## src/rtl/idct_block_arbiter_if.sv

```systemverilog
// Row-stream and IDCT-core handshake bundle for idct_block_arbiter.
// slave is the arbiter's view; master is the requesters/core side.
interface idct_block_arbiter_if #(
    parameter int unsigned NCH = 4,
    parameter int unsigned IDW = 2,
    parameter int unsigned WIN = 16
);
    logic [NCH*8*WIN-1:0] s_tdata;
    logic [NCH-1:0]       s_tvalid;
    logic [NCH-1:0]       s_tready;
    logic [8*WIN-1:0]     core_in;
    logic                 core_valid;
    logic                 core_ready;
    logic                 core_done;
    logic                 done;
    logic [IDW-1:0]       done_id;
    logic                 busy;
    logic                 err;

    modport slave (
        input  s_tdata, s_tvalid, core_ready, core_done,
        output s_tready, core_in, core_valid, done, done_id, busy, err
    );

    modport master (
        output s_tdata, s_tvalid, core_ready, core_done,
        input  s_tready, core_in, core_valid, done, done_id, busy, err
    );
endinterface

```

## src/rtl/idct_block_arbiter.sv

```systemverilog
// Round-robin block scheduler sharing one IDCT core among NCH row streams;
// tags each in-flight block with its channel and reports it on core_done.
module idct_block_arbiter #(
    parameter int unsigned NCH  = 4,
    parameter int unsigned IDW  = 2,
    parameter int unsigned WIN  = 16,
    parameter int unsigned TAGD = 2
) (
    input logic                clock,
    input logic                reset_n,
    idct_block_arbiter_if.slave bus
);
    localparam int unsigned RW = 8 * WIN;
    localparam int unsigned AW = $clog2(TAGD);

    typedef enum logic [0:0] {StIdle, StBurst} state_e;

    state_e         state_q, state_d;
    logic [IDW-1:0] grant_q, grant_d;
    logic [IDW-1:0] last_q, last_d;
    logic [2:0]     beat_q, beat_d;
    logic [IDW-1:0] pick, cand;
    logic           found;

    logic [IDW-1:0] tag_mem [TAGD];
    logic [AW:0]    wr_ptr_q, rd_ptr_q;
    logic           fifo_empty, fifo_full;
    logic           push, pop, beat;

    logic           done_q;
    logic [IDW-1:0] done_id_q;
    logic           err_q;

    logic [RW-1:0]  core_in;
    logic           core_valid;
    logic [NCH-1:0] s_tready;

    assign fifo_empty = (wr_ptr_q == rd_ptr_q);
    assign fifo_full  = (wr_ptr_q[AW] != rd_ptr_q[AW]) &&
                        (wr_ptr_q[AW-1:0] == rd_ptr_q[AW-1:0]);
    assign pop        = bus.core_done && !fifo_empty;

    // First requester after the last served channel, wrapping modulo NCH.
    always_comb begin
        pick  = '0;
        cand  = '0;
        found = 1'b0;
        for (int unsigned i = 1; i <= NCH; i++) begin
            cand = IDW'((32'(last_q) + i) % NCH);
            if (!found && bus.s_tvalid[cand]) begin
                found = 1'b1;
                pick  = cand;
            end
        end
    end

    always_comb begin
        state_d    = state_q;
        grant_d    = grant_q;
        last_d     = last_q;
        beat_d     = beat_q;
        push       = 1'b0;
        core_in    = '0;
        core_valid = 1'b0;
        s_tready   = '0;
        beat       = (state_q == StBurst) && bus.s_tvalid[grant_q] && bus.core_ready;
        unique case (state_q)
            StIdle: begin
                if (found && !fifo_full) begin
                    grant_d = pick;
                    beat_d  = 3'd0;
                    state_d = StBurst;
                end
            end
            StBurst: begin
                core_in           = bus.s_tdata[32'(grant_q) * RW +: RW];
                core_valid        = bus.s_tvalid[grant_q];
                s_tready[grant_q] = bus.core_ready;
                if (beat) begin
                    beat_d = beat_q + 3'd1;
                    if (beat_q == 3'd7) begin
                        push    = 1'b1;
                        last_d  = grant_q;
                        state_d = StIdle;
                    end
                end
            end
            default: state_d = StIdle;
        endcase
    end

    always_ff @(posedge clock) begin
        if (!reset_n) begin
            state_q   <= StIdle;
            grant_q   <= '0;
            last_q    <= IDW'(NCH - 1);
            beat_q    <= 3'd0;
            wr_ptr_q  <= '0;
            rd_ptr_q  <= '0;
            done_q    <= 1'b0;
            done_id_q <= '0;
            err_q     <= 1'b0;
        end else begin
            state_q <= state_d;
            grant_q <= grant_d;
            last_q  <= last_d;
            beat_q  <= beat_d;
            done_q  <= bus.core_done;
            if (push) wr_ptr_q <= wr_ptr_q + 1'b1;
            if (pop) begin
                rd_ptr_q  <= rd_ptr_q + 1'b1;
                done_id_q <= tag_mem[rd_ptr_q[AW-1:0]];
            end
            if (bus.core_done && fifo_empty) err_q <= 1'b1;
        end
    end

    // Tag storage needs no reset; validity is tracked by the pointers.
    always_ff @(posedge clock) begin
        if (push) tag_mem[wr_ptr_q[AW-1:0]] <= grant_q;
    end

    assign bus.core_in    = core_in;
    assign bus.core_valid = core_valid;
    assign bus.s_tready   = s_tready;
    assign bus.done       = done_q;
    assign bus.done_id    = done_id_q;
    assign bus.busy       = (state_q == StBurst) || !fifo_empty;
    assign bus.err        = err_q;
endmodule

```

## src/flat_wrapper.sv

```systemverilog
// flat-port wrapper written by rule: the top's interface ports become plain ports
module idct_block_arbiter_flat 
#(
    parameter int unsigned NCH  = 4,
    parameter int unsigned IDW  = 2,
    parameter int unsigned WIN  = 16,
    parameter int unsigned TAGD = 2
)
  (clock, reset_n, bus_s_tdata, bus_s_tvalid, bus_core_ready, bus_core_done, bus_s_tready, bus_core_in, bus_core_valid, bus_done, bus_done_id, bus_busy, bus_err);
  idct_block_arbiter_if #(.NCH(NCH), .IDW(IDW), .WIN(WIN)) bus_i ();
  input logic clock;
  input logic reset_n;
  input wire logic [$bits(bus_i.s_tdata)-1:0] bus_s_tdata;
  input wire logic [$bits(bus_i.s_tvalid)-1:0] bus_s_tvalid;
  input wire logic [$bits(bus_i.core_ready)-1:0] bus_core_ready;
  input wire logic [$bits(bus_i.core_done)-1:0] bus_core_done;
  output wire logic [$bits(bus_i.s_tready)-1:0] bus_s_tready;
  output wire logic [$bits(bus_i.core_in)-1:0] bus_core_in;
  output wire logic [$bits(bus_i.core_valid)-1:0] bus_core_valid;
  output wire logic [$bits(bus_i.done)-1:0] bus_done;
  output wire logic [$bits(bus_i.done_id)-1:0] bus_done_id;
  output wire logic [$bits(bus_i.busy)-1:0] bus_busy;
  output wire logic [$bits(bus_i.err)-1:0] bus_err;
  assign bus_i.s_tdata = bus_s_tdata;
  assign bus_i.s_tvalid = bus_s_tvalid;
  assign bus_i.core_ready = bus_core_ready;
  assign bus_i.core_done = bus_core_done;
  assign bus_s_tready = bus_i.s_tready;
  assign bus_core_in = bus_i.core_in;
  assign bus_core_valid = bus_i.core_valid;
  assign bus_done = bus_i.done;
  assign bus_done_id = bus_i.done_id;
  assign bus_busy = bus_i.busy;
  assign bus_err = bus_i.err;
  idct_block_arbiter #(.NCH(NCH), .IDW(IDW), .WIN(WIN), .TAGD(TAGD)) u_core (.clock(clock), .reset_n(reset_n), .bus(bus_i));
endmodule
```

## config.mk

```make
export PLATFORM = sky130hd
export DESIGN_NAME = idct_block_arbiter_flat
export DESIGN_NICKNAME = d
export VERILOG_FILES = /design/src/rtl/idct_block_arbiter_if.sv /design/src/rtl/idct_block_arbiter.sv /design/src/flat_wrapper.sv
export SDC_FILE = /design/constraint.sdc
export NUM_CORES = 1
export LEC_CHECK = 0
export ABC_CLOCK_PERIOD_IN_PS = 4100
export CAP_MARGIN = 25
export CORE_AREA = 2 2 257 259
export CTS_CLUSTER_SIZE = 30
export DETAILED_ROUTE_END_ITERATION = 10
export DIE_AREA = 0 0 259 261
export PLACE_DENSITY = 0.43
export SYNTH_ARGS = -nofsm -noshare
export SYNTH_HDL_FRONTEND = slang
export SYNTH_SLANG_ARGS = --single-unit
```

## constraint.sdc

```tcl
create_clock -name clock -period 4.1 [get_ports clock]
set_input_delay 0.41 -clock clock [delete_from_list [all_inputs] [get_ports clock]]
set_output_delay 0.41 -clock clock [all_outputs]
set_load 0.01 [all_outputs]
```

==> out/metrics.cfg, run 1 <==
[run_status]
outcome = complete, no violations

[timing]
setup_viol = 0
slew_viol_final = 0
period_minus_slack_ps = 3090
fmax_ghz = 0.323
skew_ps = 4.24
slew_headroom = 0.536
grt_setup_unrepaired = no
min_period_over_period = 0.754
tightest_slew_ps = 692
final-hold-violation-count = 0
final.setup.tns_ps = 0

[critical_path]
worstReg2RegStart = u_core.grant_q[0]
worst_setup_path_end_kind = primary output
reg2regPathDepth = 5
arrival_ps = 2680
crit_required_ps = 3690
worstSetupPathType = reg2out
cpMaxStageDelayCell = dfxtp_4
slowest_delay_ps = 600
crit_fanout = 28
cp_top_family = buffers and inverters
r2r_setup_slack_ps = 2140
path_buf_inv = 3
crit_chain = buf_12, buf_12, mux4_2, and2_1, clkdlybuf4s50_1
r2r-end = u_core.wr_ptr_q[1]
cp_common_cell = buf_12
startpoint_type = flop

[min_path]
hold_depth = 2
whs_endpoint = u_core.bus.err
min_from = u_core.bus.err
worstHoldPathType = reg2reg

[synthesis]
yosysTopAreaCell = mux4_2
synth_common_cells = 133 x and2_1, 129 x mux4_2, 23 x clkbuf_1, 16 x buf_2, 16 x dfxtp_1
yosysWarningCount = 0
synth_ff_type = dfxtp_1
ys_ff_latch = 20
synth.yosys.seq_area_share = 0.0900
syn_avg_cell_area_um2 = 12.2
synth_cells = 402
synthArstFlopShare = 0
yosysUniqueCellTypes = 33
yosysMostFrequentCell = and2_1
syn_area_um2 = 4890
netlist_top_cells_area = mux4_2 59%, and2_1 17%, dfxtp_1 6.5%, edfxtp_1 2.5%, buf_6 1.8%
syn-num-nets = 924
synth_top_area_frac = 0.594
synth_edf_count = 4

[job]
cap_violations = 0

[finish]
syn_to_final_growth_pct = 157
n_fill_cell = 7062
instances_no_fill = 1891
seqCellArea_um2 = 452
final_core_util = 0.193
drive_gt1_frac = 0.146
multi_input_area_um2 = 4180
nNetsFinal = 1547

[power_and_ir_drop]
p_per_area_nw_per_um2 = 160
leakagePower_nw = 4.07
total_power_w = 0.00200
ir_drop_mv = 0.116

[die]
num_rows = 94
die_h_um = 261
die_area_um2 = 67600
start_util = 0.0752
core_um2 = 65000
die_w_um = 259
io_pins = 658

[global_routing]
grt_max_degree = 86
antenna_found_initial = 27
gr-usage-all-layers = 0.121
grt_pass1_wl_um = 56900
overflow = 0
grt_pass1_vias = 6952

[clock_network]
cts_hold_buf = 0
insertion_delay_ps = 260
cts-root-buf = clkbuf_16
htreeDepth = 1
cts_buffers = 3
cts_resized = 0
clk_path_buf_depth = 2
clock_sinks = 20
clkTransAtPathRegs_ps = 60
cts_tree = yes
cts_setup_buffers = 0

[placement]
portBuffers = 657
place_inst = 1884
gp_congestion = 0.823
dp_hpwl_um = 39500

[route]
ant_nets = 0
first_pass_iters = 4
drt-total-wl_um = 44500
detail_route.wl_per_cell_um = 23.5
vias = 6521
drt-initial-drc-count = 344
drc = 0
viasPerCell = 3.45

-- per-layer routing --
layer | routed length, um | track usage | up-vias
li1 | - | - | 2852
met3 | 4210 | 0.0387 | 67
met4 | 947 | 0.0250 | 16
met5 | 91 | 0 | -
met2 | 23200 | 0.226 | 470
met1 | 16100 | 0.134 | 3116
-- worst reg2reg max path: cells and delay by family, from the launching register on --
family	cells	cell delay [ps]
DFF	1	600
muxes	1	450
and+or+nand+nor	2	380
buffers and inverters	1	300
xor gates and xnor gates	1	140
-- cell type report --
type / instances / share of cell area
clock inverter: 1 / 0.00239
sequential: 20 / 0.0360
inverter: 3 / 0.000897
multi-input combinational: 331 / 0.333
antenna: 3 / 0.000598
clock buffer: 3 / 0.00598
timing repair buffer: 666 / 0.535
tap: 864 / 0.0861
-- power by group --
group	internal, W	total [W]	switching [W]
combinational	0.00101	0.00149	0.000481
clock	0.000194	0.000274	0.0000800
sequential	0.000206	0.000240	0.0000339
total	0.00141	0.00200	0.000595
-- sequential cells by signal, summed over array words and instances, names as in the netlist --
signal and flops:
u_core.beat_q 3, u_core.bus.done 1, u_core.bus.done_id 2, u_core.bus.err 1, u_core.grant_q 2, u_core.last_q 2, u_core.rd_ptr_q 2, u_core.state_q 1
u_core.tag_mem 4, u_core.wr_ptr_q 2
-- through the flow --
stage	worst slack [ps]	hold WS [ps]	instance area, um^2
after floorplan	2160	420	4890
after CTS	964	491	12500
final	1010	488	12600
after global placement	1270	463	12400
after detailed placement	1260	478	12400
after global routing	825	517	12500
-- how the worst max path moves through the flow --
stage | start | to | slack (ps) | cells after the start
2_1_floorplan | u_core.grant_q[0] | bus_core_in[100] | 2160 | 5
6_report | u_core.grant_q[0] | bus_core_in[49] | 1010 | 5
5_1_grt | u_core.grant_q[0] | bus_core_in[51] | 820 | 5
4_1_cts | u_core.grant_q[0] | bus_core_in[51] | 960 | 5
3_5_place_dp | u_core.grant_q[0] | bus_core_in[49] | 1260 | 5
3_3_place_gp | u_core.grant_q[0] | bus_core_in[51] | 1270 | 5
-- cells by family (layout without fill, tap and decap cells) --
logic type,count (synthesis),in the layout,synth area share
AND/OR/NAND/NOR,168,168,0.206
adder cells (fa/ha/maj),2,2,0.00512
XOR/XNOR,6,6,0.0107
other,0,3,0
AO/OA/AOI/OAI,21,21,0.0266
buffers and inverters,51,673,0.0563
flip-flops,20,20,0.0901
multiplexers,134,134,0.605
-- cell usage in the layout, fill, tap and decap left out, types with 2 or more instances in the layout --
| master | n |
|---|---|
| a21oi_1 | 7 |
| and2_1 | 133 |
| buf_12 | 6 |
| buf_4 | 3 |
| clkbuf_16 | 3 |
| clkdlybuf4s50_1 | 657 |
| dfxtp_1 | 13 |
| dfxtp_4 | 3 |
| diode_2 | 3 |
| edfxtp_1 | 4 |
| ha_1 | 2 |
| inv_1 | 3 |
| mux2_2 | 2 |
| mux2i_1 | 3 |
| mux4_2 | 129 |
| nand2_1 | 11 |
| nand2b_1 | 3 |
| nand3_1 | 4 |
| nor2_1 | 4 |
| nor2b_1 | 4 |
| nor3_1 | 4 |
| o211ai_1 | 2 |
| o21ai_0 | 2 |
| o22ai_1 | 6 |
| xnor2_1 | 3 |
| xor2_1 | 3 |
Note: power is estimated with default switching activity, not from simulation.
==> inputs of run 2 (changes only) <==
Settings changed: ABC_CLOCK_PERIOD_IN_PS 4100 to 2700, CORE_AREA 2 2 257 259 to 2 2 259 261, DIE_AREA 0 0 259 261 to 0 0 261 263.
Clock period 4.1 ns to 2.7 ns, I/O delays scaled along.
==> run 2 against run 1 <==
  * Routed wire length grew 3.9%
  * Critical path type unchanged
  * Sequential share of layout area shrank 0.052 points
  * Critical path depth is the same
  * Via count grew 1.7%
  * Clock-buffer cell count grew 1
  * Final cell count grew 0.63%
  * Non-clock buffer count grew 13
  * Worst setup slack lost 910 ps
  * Cell area grew 1.5%
  * Largest power group unchanged
==> out/metrics.cfg, run 2 (synthesized netlist as in run 1, its figures left out) <==
[run_status]
outcome = complete, no violations

[route]
first_pass_iters = 4  ; unchanged
drt-initial-drc-count = 245  ; -29%
detail_route.wl_per_cell_um = 24.3  ; +3.3%
drt-total-wl_um = 46300  ; +3.9%
ant_nets = 0  ; unchanged
vias = 6633  ; +1.7%
viasPerCell = 3.49  ; +1.1%
drc = 0  ; unchanged

[power_and_ir_drop]
p_sw_w = 0.000910  ; +53%
p_per_area_nw_per_um2 = 238  ; +49%
pwr-share-seq = 0.108  ; -0.012
p_int_w = 0.00212  ; +51%
total_power_w = 0.00303  ; +51%
swShare = 0.300  ; +0.00327
ir_drop_mv = 0.222  ; +91%
leakagePower_nw = 4.16  ; +2.3%
combPwrFrac = 0.782  ; +0.039
clkPwrFrac = 0.110  ; -0.027

[timing]
grt_setup_unrepaired = no
slew_viol_final = 0  ; unchanged
tightest_slew_ps = 801  ; +109 ps
slew_headroom = 0.462  ; -0.0732
min_period_over_period = 0.963
period_minus_slack_ps = 2600
setup_viol = 0  ; unchanged
final.setup.tns_ps = 0  ; unchanged
skew_ps = 1.06  ; -3.18 ps
fmax_ghz = 0.385
final-hold-violation-count = 0  ; unchanged

[clock_network]
cts_resized = 0  ; unchanged
clk_path_buf_depth = 2  ; unchanged
clock_sinks = 20  ; unchanged
cts-root-buf = clkbuf_16
cts_setup_buffers = 0  ; unchanged
cts_tree = yes
insertion_delay_ps = 250  ; about the same
cts_hold_buf = 0  ; unchanged
cts_buffers = 3  ; unchanged
htreeDepth = 1  ; unchanged
clkTransAtPathRegs_ps = 50  ; about the same

[critical_path]
worst_setup_path_end_kind = primary output
crit_required_ps = 2430  ; -1260 ps
worstSetupPathType = reg2out
arrival_ps = 2330  ; -350 ps
r2r-end = u_core.tag_mem[0][0]
startpoint_type = flop
worstReg2RegStart = u_core.grant_q[0]
r2r_setup_slack_ps = 770  ; -1370 ps
reg2regPathDepth = 5  ; unchanged
crit_fanout = 21  ; -25%

[die]
core_um2 = 65600  ; +0.90%
start_util = 0.0745  ; -0.000674
num_rows = 94  ; unchanged
die_area_um2 = 68600  ; +1.5%
io_pins = 658  ; unchanged
die_h_um = 263  ; +0.77%
die_w_um = 261  ; +0.77%

[min_path]
worstHoldPathType = reg2reg
whs_endpoint = u_core.beat_q[1]
min_from = u_core.beat_q[1]
hold_depth = 2  ; unchanged

[global_routing]
antenna_found_initial = 29  ; +7.4%
gr-usage-all-layers = 0.127  ; +0.00548
grt_max_degree = 87  ; +1.2%
grt_pass1_wl_um = 60300  ; +5.9%
grt_pass1_vias = 7150  ; +2.8%
overflow = 0  ; unchanged

[placement]
portBuffers = 657  ; unchanged
dp_hpwl_um = 41400  ; +5.0%
gp_congestion = 0.844  ; +2.6%

[finish]
largest_register_ffs = 4  ; unchanged
drive_gt1_frac = 0.157  ; +0.0117
final_cell_mix = 656 x clkdlybuf4s50_1, 133 x and2_1, 129 x mux4_2
final_core_util = 0.194  ; +0.00107
layout_commonest_cell = clkdlybuf4s50_1
syn_to_final_growth_pct = 160
nNetsFinal = 1560  ; +0.84%

[job]
cap_violations = 0  ; unchanged

-- run 2: power by group through the flow --
stage	clock [W]	sequential, W	combinational (W)
after global placement	0	0.000333	0.00240
after floorplan	0	0.000324	0.000933
final	0.000334	0.000326	0.00237
after CTS	0.000342	0.000327	0.00242
after global routing	0.000352	0.000327	0.00252
after detailed placement	0	0.000333	0.00240
-- run 2: worst max-delay path, stage by stage, from the launching register on --
cell	delay, ps
dfxtp_4	390
buf_12	210
buf_12	210
mux4_2	510
and2_1	200
clkdlybuf4s50_1	510
-- run 2: worst max path at each step --
stage                                 start          endpoint  slack (ps)  cells past startpoint
final                     u_core.grant_q[0]   bus_core_in[75]         100                      5
after detailed placement    bus_s_tvalid[1]    bus_core_valid         330                      4
after global placement    u_core.grant_q[0]   bus_core_in[75]         310                      5
after floorplan           u_core.grant_q[0]  bus_core_in[100]         900                      5
after CTS                 u_core.grant_q[0]   bus_core_in[75]          60                      5
after global routing      u_core.grant_q[0]   bus_core_in[58]           3                      5
-- run 2: per-stage QoR --
stage / area (um^2) / instances / hold slack, ps / worst slack (ps)
floorplan: 4890 / 402 / 392 / 899
global placement: 12600 / 1897 / 461 / 314
detailed placement: 12600 / 1897 / 473 / 331
CTS: 12700 / 1901 / 481 / 58.7
global route: 12700 / 1901 / 500 / 2.66
finish: 12700 / 1903 / 486 / 99.8
-- run 2: layout make-up --
| class | instances | area, um^2 |
|---|---|---|
| sequential | 20 | 452 |
| multi-input combinational | 331 | 4180 |
| antenna | 2 | 5.00 |
| clock buffer | 4 | 88.8 |
| fill | 7159 | 52900 |
| timing repair buffer | 679 | 6920 |
| inverter | 3 | 11.3 |
| tap | 864 | 1080 |
-- run 2: per-layer routing --
layer / track usage / share of wire
met2: 0.245 / 0.52
met4: 0.0146 / 0.018
met3: 0.0350 / 0.10
met1: 0.140 / 0.36
met5: 0 / 0.0015
==> inputs of run 3 (changes only) <==
Settings changed: ABC_CLOCK_PERIOD_IN_PS 2700 to not set.
==> results of run 3 <==
The final DEF is identical to that of run 2; final timing and power are the same.
==> variant (config.mk and constraints of run 3) <==
Make the reset (`reset_n`) asynchronous in one clocked block.
--- a/src/rtl/idct_block_arbiter.sv
+++ b/src/rtl/idct_block_arbiter.sv
@@ -89,7 +89,7 @@
         endcase
     end
 
-    always_ff @(posedge clock) begin
+    always_ff @(posedge clock or negedge reset_n) begin
         if (!reset_n) begin
             state_q   <= StIdle;
             grant_q   <= '0;
Check against the original RTL: not settled (the Yosys comparison gave no result); the edit may change what the design does.
==> variant against run 3 <==
Register-to-register slack better by 0.18 ns; core utilization up 0.36 points; via count about the same; non-clock buffer count up 16; setup slack worse by 0.043 ns; synthesized area up 2.0%; wire length down 7.7%; sequential share of layout area up 0.57 points; cell area up 1.9%; critical path depth unchanged; sequential cell count unchanged; clock skew up 0.0029 ns; critical endpoint is now bus_core_in[59]; largest cell class unchanged.
Power is left out: it rests on default switching activity, and per cell area and clock period it moved more than threefold.
==> variant: results (changes against run 3) <==
status=finished clean (unchanged); Via density=3.46 (was 3.49); Avg Inst Size Synth=12.6 µm² (was 12.2 µm²); Port-buffer cells=657 (unchanged); library cells used by synthesis=38 (was 33); DRT Wirelength=42700 µm (was 46300 µm); post-route cell area=13000 µm² (was 12700 µm²); WP data arrival=2.37 ns (was 2.33 ns); largest net degree at the start of global routing=56 (was 87); area of the multi-input gates=4170 µm² (was 4180 µm²); total global routing track utilization=11.6% (was 12.7%); number of global-route vias before repair=7399 (was 7150); nonclk buf count=695 (was 679); first-pass GRT wire length=56600 µm (was 60300 µm); crit-path max FO=19 (was 21); Mapped Nets=918 (was 924); Clock-cell share=0.608% (was 0.698%); async set-reset flop share out of synthesis=80.0% (was 0%); Slew @ Worst Pin=0.768 ns (was 0.801 ns); dpl hpwl=38200 µm (was 41400 µm); Synth Area in Compound Gates=3.36% (was 2.66%); sequential cell area share=4.12% (was 3.55%); sequential area share after synthesis=10.5% (was 9.00%); Crit path max-delay family=buffers and inverters (unchanged); layout cells sized above 1=17.1% (was 15.7%); hold crit path type=flip-flop to flip-flop (unchanged); multiplexer share of the synthesized area=59.4% (was 60.5%); Synth Area in Adders=0.501% (was 0.512%); initial antenna violation count=22 (was 29); Initial DRC Count=230 (was 245); Slowest-stage cell, CP=clkdlybuf4s50_1 (was mux4_2); WL/cell=22.3 µm (was 24.3 µm); Post-Synth XOR/XNOR Area=1.23% (was 1.07%); Signal inverters=4 (was 3); CP peak stage delay=0.54 ns (was 0.51 ns); Setup Slack @ Placement=0.283 ns (was 0.331 ns); comb_multi_in=323 (was 331); fill count=7154 (was 7159); ys flop type=dfrtp_1 (was dfxtp_1)
## variant: changes by cell type in the layout (fill, tap and decap cells not counted), moves of 4 or more
cell	run 3	this run
nand2_1	11	4
o21ai_0	2	6
dfxtp_1	13	0
o22ai_1	6	1
nor3_1	4	0
buf_4	9	20
diode_2	2	6
and2_1	133	129
nor2_1	4	11
dfrtp_1	0	11
## variant: path summary, 6_finish.rpt
path | startpoint | to | slack [ns] | cells past startpoint
max | u_core.grant_q[0] | bus_core_in[59] | 0.06 | 5
min | u_core.bus.err | u_core.bus.err | 0.46 | 1
max reg2reg | u_core.grant_q[0] | u_core.tag_mem[0][0] | 0.95 | 5
min reg2reg | u_core.bus.err | u_core.bus.err | 0.46 | 1
max in group asynchronous | reset_n | u_core.grant_q[1] | 1.67 | 1
min in group asynchronous | reset_n | u_core.bus.err | 0.47 | 1
## variant: metal layers
metal | track usage, % | part of all wire, %
met4 | 2.76 | 1.8
met3 | 3.78 | 11
met1 | 12.4 | 35
met2 | 21.7 | 52
met5 | 0 | 0.26
